## config.mk

```make
export PLATFORM = sky130hd
export DESIGN_NAME = inst_fetch_queue
export DESIGN_NICKNAME = d
export VERILOG_FILES = /design/src/rtl/inst_fetch_queue.sv
export SDC_FILE = /design/constraint.sdc
export NUM_CORES = 1
export LEC_CHECK = 0
export BUFFER_PORTS_ARGS = -buffer_cell sky130_fd_sc_hd__buf_2
export CORE_ASPECT_RATIO = 1.1
export CORE_UTILIZATION = 52
export CTS_CLUSTER_DIAMETER = 100
export CTS_CLUSTER_SIZE = 8
export DETAILED_ROUTE_END_ITERATION = 8
export HOLD_SLACK_MARGIN = 0.1
export PLACE_DENSITY = 0.76
export SYNTH_ARGS = -nofsm -noshare
export SYNTH_HDL_FRONTEND = slang
export SYNTH_SLANG_ARGS = --single-unit
```

## constraint.sdc

```tcl
create_clock -name clk -period 3.47 [get_ports clk]
set_clock_uncertainty 0.15 [all_clocks]
set_input_delay 0.5205 -clock clk [delete_from_list [all_inputs] [get_ports clk]]
set_output_delay 0.5205 -clock clk [all_outputs]
set_load 0.01 [all_outputs]
```

## src/rtl/inst_fetch_queue.sv

```systemverilog
// Instruction fetch queue: a small first-word-fall-through FIFO between fetch and decode.
// Each entry carries a one-bit control-flow predecode flag. A flush discards all entries in one cycle.
module inst_fetch_queue #(
    parameter int DEPTH = 4,
    parameter int CW    = 3
) (
    input  logic          clk,
    input  logic          rst,
    input  logic          in_valid,
    input  logic [31:0]   in_inst,
    input  logic [31:0]   in_pc,
    output logic          in_ready,
    input  logic          flush,
    output logic          out_valid,
    input  logic          out_ready,
    output logic [31:0]   out_inst,
    output logic [31:0]   out_pc,
    output logic          out_is_ctrl,
    output logic [CW-1:0] count,
    output logic          overflow
);

    localparam int AW = CW - 1;

    localparam logic [6:0] OPC_JAL    = 7'b1101111;
    localparam logic [6:0] OPC_JALR   = 7'b1100111;
    localparam logic [6:0] OPC_BRANCH = 7'b1100011;
    localparam logic [6:0] OPC_SYSTEM = 7'b1110011;

    logic [31:0]   inst_mem [DEPTH];
    logic [31:0]   pc_mem   [DEPTH];
    logic          ctrl_mem [DEPTH];

    logic [CW-1:0] wr_ptr;
    logic [CW-1:0] rd_ptr;
    logic [AW-1:0] wr_idx;
    logic [AW-1:0] rd_idx;

    logic          empty;
    logic          full;
    logic          push_en;
    logic          pop_en;
    logic          drop;
    logic          in_is_ctrl;

    assign wr_idx = wr_ptr[AW-1:0];
    assign rd_idx = rd_ptr[AW-1:0];

    // Pointers carry an extra wrap bit so equal indices can be told apart as empty or full.
    assign empty = (wr_ptr == rd_ptr);
    assign full  = (wr_idx == rd_idx) && (wr_ptr[AW] != rd_ptr[AW]);

    assign push_en = in_valid && !full && !flush;
    assign pop_en  = !empty && out_ready && !flush;
    assign drop    = in_valid && full && !flush;

    always_comb begin
        in_is_ctrl = 1'b0;
        unique case (in_inst[6:0])
            OPC_JAL, OPC_JALR, OPC_BRANCH, OPC_SYSTEM: in_is_ctrl = 1'b1;
            default:                                   in_is_ctrl = 1'b0;
        endcase
    end

    // Storage is left unreset; the pointers alone decide what is valid.
    always_ff @(posedge clk) begin
        if (push_en) begin
            inst_mem[wr_idx] <= in_inst;
            pc_mem[wr_idx]   <= in_pc;
            ctrl_mem[wr_idx] <= in_is_ctrl;
        end
    end

    always_ff @(posedge clk or negedge rst) begin
        if (!rst) begin
            wr_ptr <= '0;
            rd_ptr <= '0;
        end else if (flush) begin
            rd_ptr <= wr_ptr;
        end else begin
            if (push_en) wr_ptr <= wr_ptr + 1'b1;
            if (pop_en)  rd_ptr <= rd_ptr + 1'b1;
        end
    end

    // Fetch cannot stall, so a dropped push is latched until the next reset.
    always_ff @(posedge clk or negedge rst) begin
        if (!rst) begin
            overflow <= 1'b0;
        end else if (drop) begin
            overflow <= 1'b1;
        end
    end

    assign in_ready  = !full;
    assign out_valid = !empty;
    assign count     = wr_ptr - rd_ptr;

    always_comb begin
        out_inst    = '0;
        out_pc      = '0;
        out_is_ctrl = 1'b0;
        if (!empty) begin
            out_inst    = inst_mem[rd_idx];
            out_pc      = pc_mem[rd_idx];
            out_is_ctrl = ctrl_mem[rd_idx];
        end
    end

endmodule

```

## Yosys cells after proc, flatten, opt, wreduce, memory -nomap -nowiden

Memories as Yosys holds them, arrays and structs flattened.
Index checks and enable logic that the tools add are counted.

| cells by class | value |
|---|---|
| bitwise gates (word level) | 1 |
| eq/ne operators | 7 |
| reductions and logical operators | 13 |
| add/subtract/negate cells | 3 |
| mux-type cells | 8 |

Operator list:

| cell | count |
|---|---|
| 32-bit two-way mux | 2 |
| 7-bit == test (second input constant) | 4 |
| 1-bit logical AND | 7 |
| 3-bit by 1-bit adder with 3-bit output (second input constant) | 2 |
| 3-bit two-way mux | 2 |
| 1-bit two-way mux | 4 |
| 4-bit OR reduction | 1 |
| 3-bit == test | 1 |
| 1-bit zero test | 3 |
| 3-bit subtractor | 1 |
| 2-bit == test | 1 |
| 2-bit AND reduction | 1 |
| 2-bit nonzero test | 1 |
| 1-bit != test | 1 |
| 1-bit inverter | 1 |

| storage, ports and cells | value |
|---|---|
| bits in registers | 7 |
| logic and storage cells | 38 |
| memories | 3 |
| input port bits | 69 |
| memory bits (writable) | 260 |

Memories:

| name | words | bits a word | read ports | clocked after memory_dff | wr ports | line | RTL |
|---|---|---|---|---|---|---|---|
| inst_mem | 4 | 32 | 1 | 0 | 1 | 30 | `logic [31:0] inst_mem [DEPTH];` |
| pc_mem | 4 | 32 | 1 | 0 | 1 | 31 | `logic [31:0] pc_mem [DEPTH];` |
| ctrl_mem | 4 | 1 | 1 | 0 | 1 | 32 | `logic ctrl_mem [DEPTH];` |

## Depth between registers and ports, before layout

| logic depth | value |
|---|---|
| depth in word-level cells | 7 |
| depth in mapped cells | 9 |
| gate-level depth less buffers | 5 |

## Least setup slack after synthesis

OpenSTA, ideal clock, no wires.

| timing | value |
|---|---|
| path type | flip-flop to flip-flop |
| from | reg rd_ptr[1] |
| to | mem ctrl_mem[0], enable pin |
| arrival | 2.998 ns |
| clock period less this slack | 3.578 ns |
| path slack | -0.108 ns |
| required time | 2.890 ns |
| library setup time | 0.430 ns |
| stages on the path, launching flop included | 8 |
| path through | dfrtp_1 -> buf_4 -> inv_1 -> ha_1 -> and2_1 -> buf_2 -> a21boi_2 -> and2_1 |

| between the ends | value |
|---|---|
| cells in the longest elaborated chain, start to end | 7 |

RTL lines:

| what | line | RTL |
|---|---|---|
| start, declared | 35 | `logic [CW-1:0] rd_ptr;` |
| start signal, assigned | 79 | `rd_ptr <= wr_ptr;` |
| start signal, assigned | 82 | `if (pop_en) rd_ptr <= rd_ptr + 1'b1;` |
| 2-bit == test | 51 | `assign full = (wr_idx == rd_idx) && (wr_ptr[AW] != rd_ptr[AW]);` |
| 1-bit logical AND | 51 |  |
| 1-bit zero test | 53 | `assign push_en = in_valid && !full && !flush;` |
| 1-bit logical AND (2 in series) | 53 |  |
| 1-bit two-way mux | 67 | `if (push_en) begin` |
| 1-bit two-way mux (implied by the code) | 70 | `ctrl_mem[wr_idx] <= in_is_ctrl;` |
| end, declared | 32 |  |

Every way passes these cells.

## Final worst setup path

| timing | value |
|---|---|
| from | reg wr_ptr[0] |
| to | out out_pc[25] |

| between the ends | value |
|---|---|
| cells in the longest elaborated chain, start to end | 2 |

RTL lines:

| what | line | RTL |
|---|---|---|
| start, declared | 34 | `logic [CW-1:0] wr_ptr;` |
| start signal, assigned | 81 | `if (push_en) wr_ptr <= wr_ptr + 1'b1;` |
| 3-bit == test | 50 | `assign empty = (wr_ptr == rd_ptr);` |
| 32-bit two-way mux | 103 | `if (!empty) begin` |
| end, declared | 17 | `output logic [31:0] out_pc,` |

Every way passes these cells.

==> results.toml <==
[sta]
period_minus_slack_ns = 3.13
fmax_ghz = 0.319
tns_ns = 0
rsz0062_at_grt = "false"
drv_slew = 0
hold_viol = 0
slew_headroom = 0.550
min_period_over_period = 0.903
tightest_slew_ns = 0.675
setup_viol = 0

[placed_design]
hpwl_mm = 11.2
gp_congestion = 0.705
numPortBuffers = 139

[clock_tree]
cts.sinks = 267
cts_root_buf = "clkbuf_16"
cts_buffers = 39
cts_tree = "built"
clk_pin_slew_worst_paths_ns = 0.05
insertion_delay_ns = 0.50
htreeDepth = 2
clk_path_buf_depth = 3

[synth]
synth_area_mm2 = 0.0104
synthArstFlopShare = 0.0262
synthFlopType = "edfxtp_1"
synth_seq_cells = 267
ys_seq_area_frac = 0.765
synth.avg_cell_area_um2 = 22.0
synth_edf_count = 260
netlist_instances = 474
yosysUniqueCellTypes = 37
yosys_warnings = 0
syn_nets = 551

[global_routing]
use_met2 = 0.348
grt_max_degree = 69
top_usage_layer = "met2"
grt_pass1_vias = 5729
use_met1 = 0.255
grt-ovfl-total = 0
grt_antenna_before_repair = 0
met3_usage = 0.0377
grt_use_total = 0.201
grt_pass1_wl_mm = 30.6

[layout]
final_util = 0.680
fin_nets = 782
final_common_cell = "edfxtp_1"
mostFrequentLayoutCells = "260 x edfxtp_1, 139 x buf_2, 66 x and2_1"
n_antenna_cell = 0
areaGrowthSynthToFinish_pct = 26.1
drive_gt1_frac = 0.377
multi_input_area_mm2 = 0.00227
fillers = 1260
seq_area_mm2 = 0.00799

[routing]
drt-total-wl_mm = 19.7
drtAntennaViolNets = 0
drc_errors = 0
first_pass_iters = 4
via_per_inst = 5.40
routed-via-count = 5227
drtIter0Drc = 376
avgRoutedWirePerCell_um = 20.3

[worst_setup_path]
path_class = "flop to primary output"
reg2reg_slack_ns = 0.79
cp-end-kind = "primary output"
cp.arrival_ns = 2.46
crit_fanout = 40
start_kind = "flop"
cp.required_ns = 2.80

[floorplanning]
die_w_um = 137
start_util = 0.539
die_h_um = 151
fp.dieArea_mm2 = 0.0206
rows = 53
ios = 140
coreArea_mm2 = 0.0194

[worst_hold_path]
hp-class = "input port to flop"

[pwr]
powerDensity_mw_per_mm2 = 865
vdd_ir_drop_max_mv = 0.840
leakage_nw = 4.63
power_mw = 11.4

[job]
maxCapViolations = 0

[run_status]
status = "completed"
registers in the layout, summed over array words and instances, names as in the netlist:
signal	flops
ctrl_mem	4
rd_ptr	3
wr_ptr	3
inst_mem	128
overflow	1
pc_mem	128
final timing paths:
check	startpoint	to	cells past startpoint
worst min-delay path	in_inst[27]	inst_mem[1][27]	1
min in group asynchronous	rst	rd_ptr[0]	2
worst max register to register	wr_ptr[0]	inst_mem[1][10]	6
worst max-delay path	wr_ptr[0]	out_pc[25]	7
max in group asynchronous	rst	rd_ptr[1]	2
worst min register to register	overflow	overflow	1
what timing repair did:
item	4_1_cts	5_1_grt
buffers inserted	0	0
gates resized for setup	0	0
endpoints found under the hold margin	253	0
hold buffers	63	0
cell families (layout without fill, tap and decap cells):
kind of cell               Yosys count  after routing  synth area share
DFF                                267            267             0.765
and+or+nand+nor                     85             85            0.0491
muxes                               66             66             0.141
buffers and inverters               31            278            0.0192
AOI/OAI and AO/OA                   12             12           0.00959
adders and majority gates            8              8            0.0103
xor gates and xnor gates             5              5           0.00564
per-layer routing:
metal | wire, µm | share of wire
met1 | 8070 | 0.41
met2 | 10400 | 0.53
met3 | 862 | 0.044
met4 | 337 | 0.017
met5 | 0 | 0
worst max-delay path: stages, from the launching register on:
cell,delay (ns)
dfrtp_1,0.40
inv_1,0.13
ha_1,0.36
and2_1,0.27
nand2_2,0.11
buf_4,0.35
and2_1,0.20
buf_2,0.14
metrics by stage:
stage | setup WS, ns | hold slack (ns) | cell area (µm²) | cells
6_report | 0.337 | 0.122 | 13200 | 968
5_1_grt | 0.193 | 0.114 | 13200 | 968
4_1_cts | 0.319 | 0.104 | 13200 | 968
3_5_place_dp | 0.805 | 0.223 | 11400 | 848
3_3_place_gp | 0.939 | 0.219 | 11400 | 848
2_1_floorplan | 0.467 | 0.0749 | 10400 | 474
Yosys cell counts, drive strengths merged, types with 3 or more instances:
library cell | count | area (µm²)
edfxtp | 260 | 7810
and2 | 69 | 432
mux4 | 65 | 1460
buf | 16 | 144
clkbuf | 8 | 30.0
dfrtp | 7 | 175
ha | 7 | 87.6
inv | 7 | 26.3
nand2 | 6 | 25.0
nand3 | 3 | 15.0
nor2b | 3 | 18.8
xnor2 | 3 | 33.8
power breakdown:
part	internal (mW)	switching (mW)	leakage [nW]
combinational	1.88	2.09	1.66
sequential	3.99	0.122	2.44
clock	2.08	1.22	0.521
area by class of cell:
cell class | count | area share
flip-flops and latches | 267 | 0.607
multi-input cells | 176 | 0.172
repair buffers | 214 | 0.112
clock buffers | 54 | 0.0801
well taps | 247 | 0.0235
clock inverters | 3 | 0.00247
inverters | 7 | 0.00200
(Power assumes the default switching activity.)
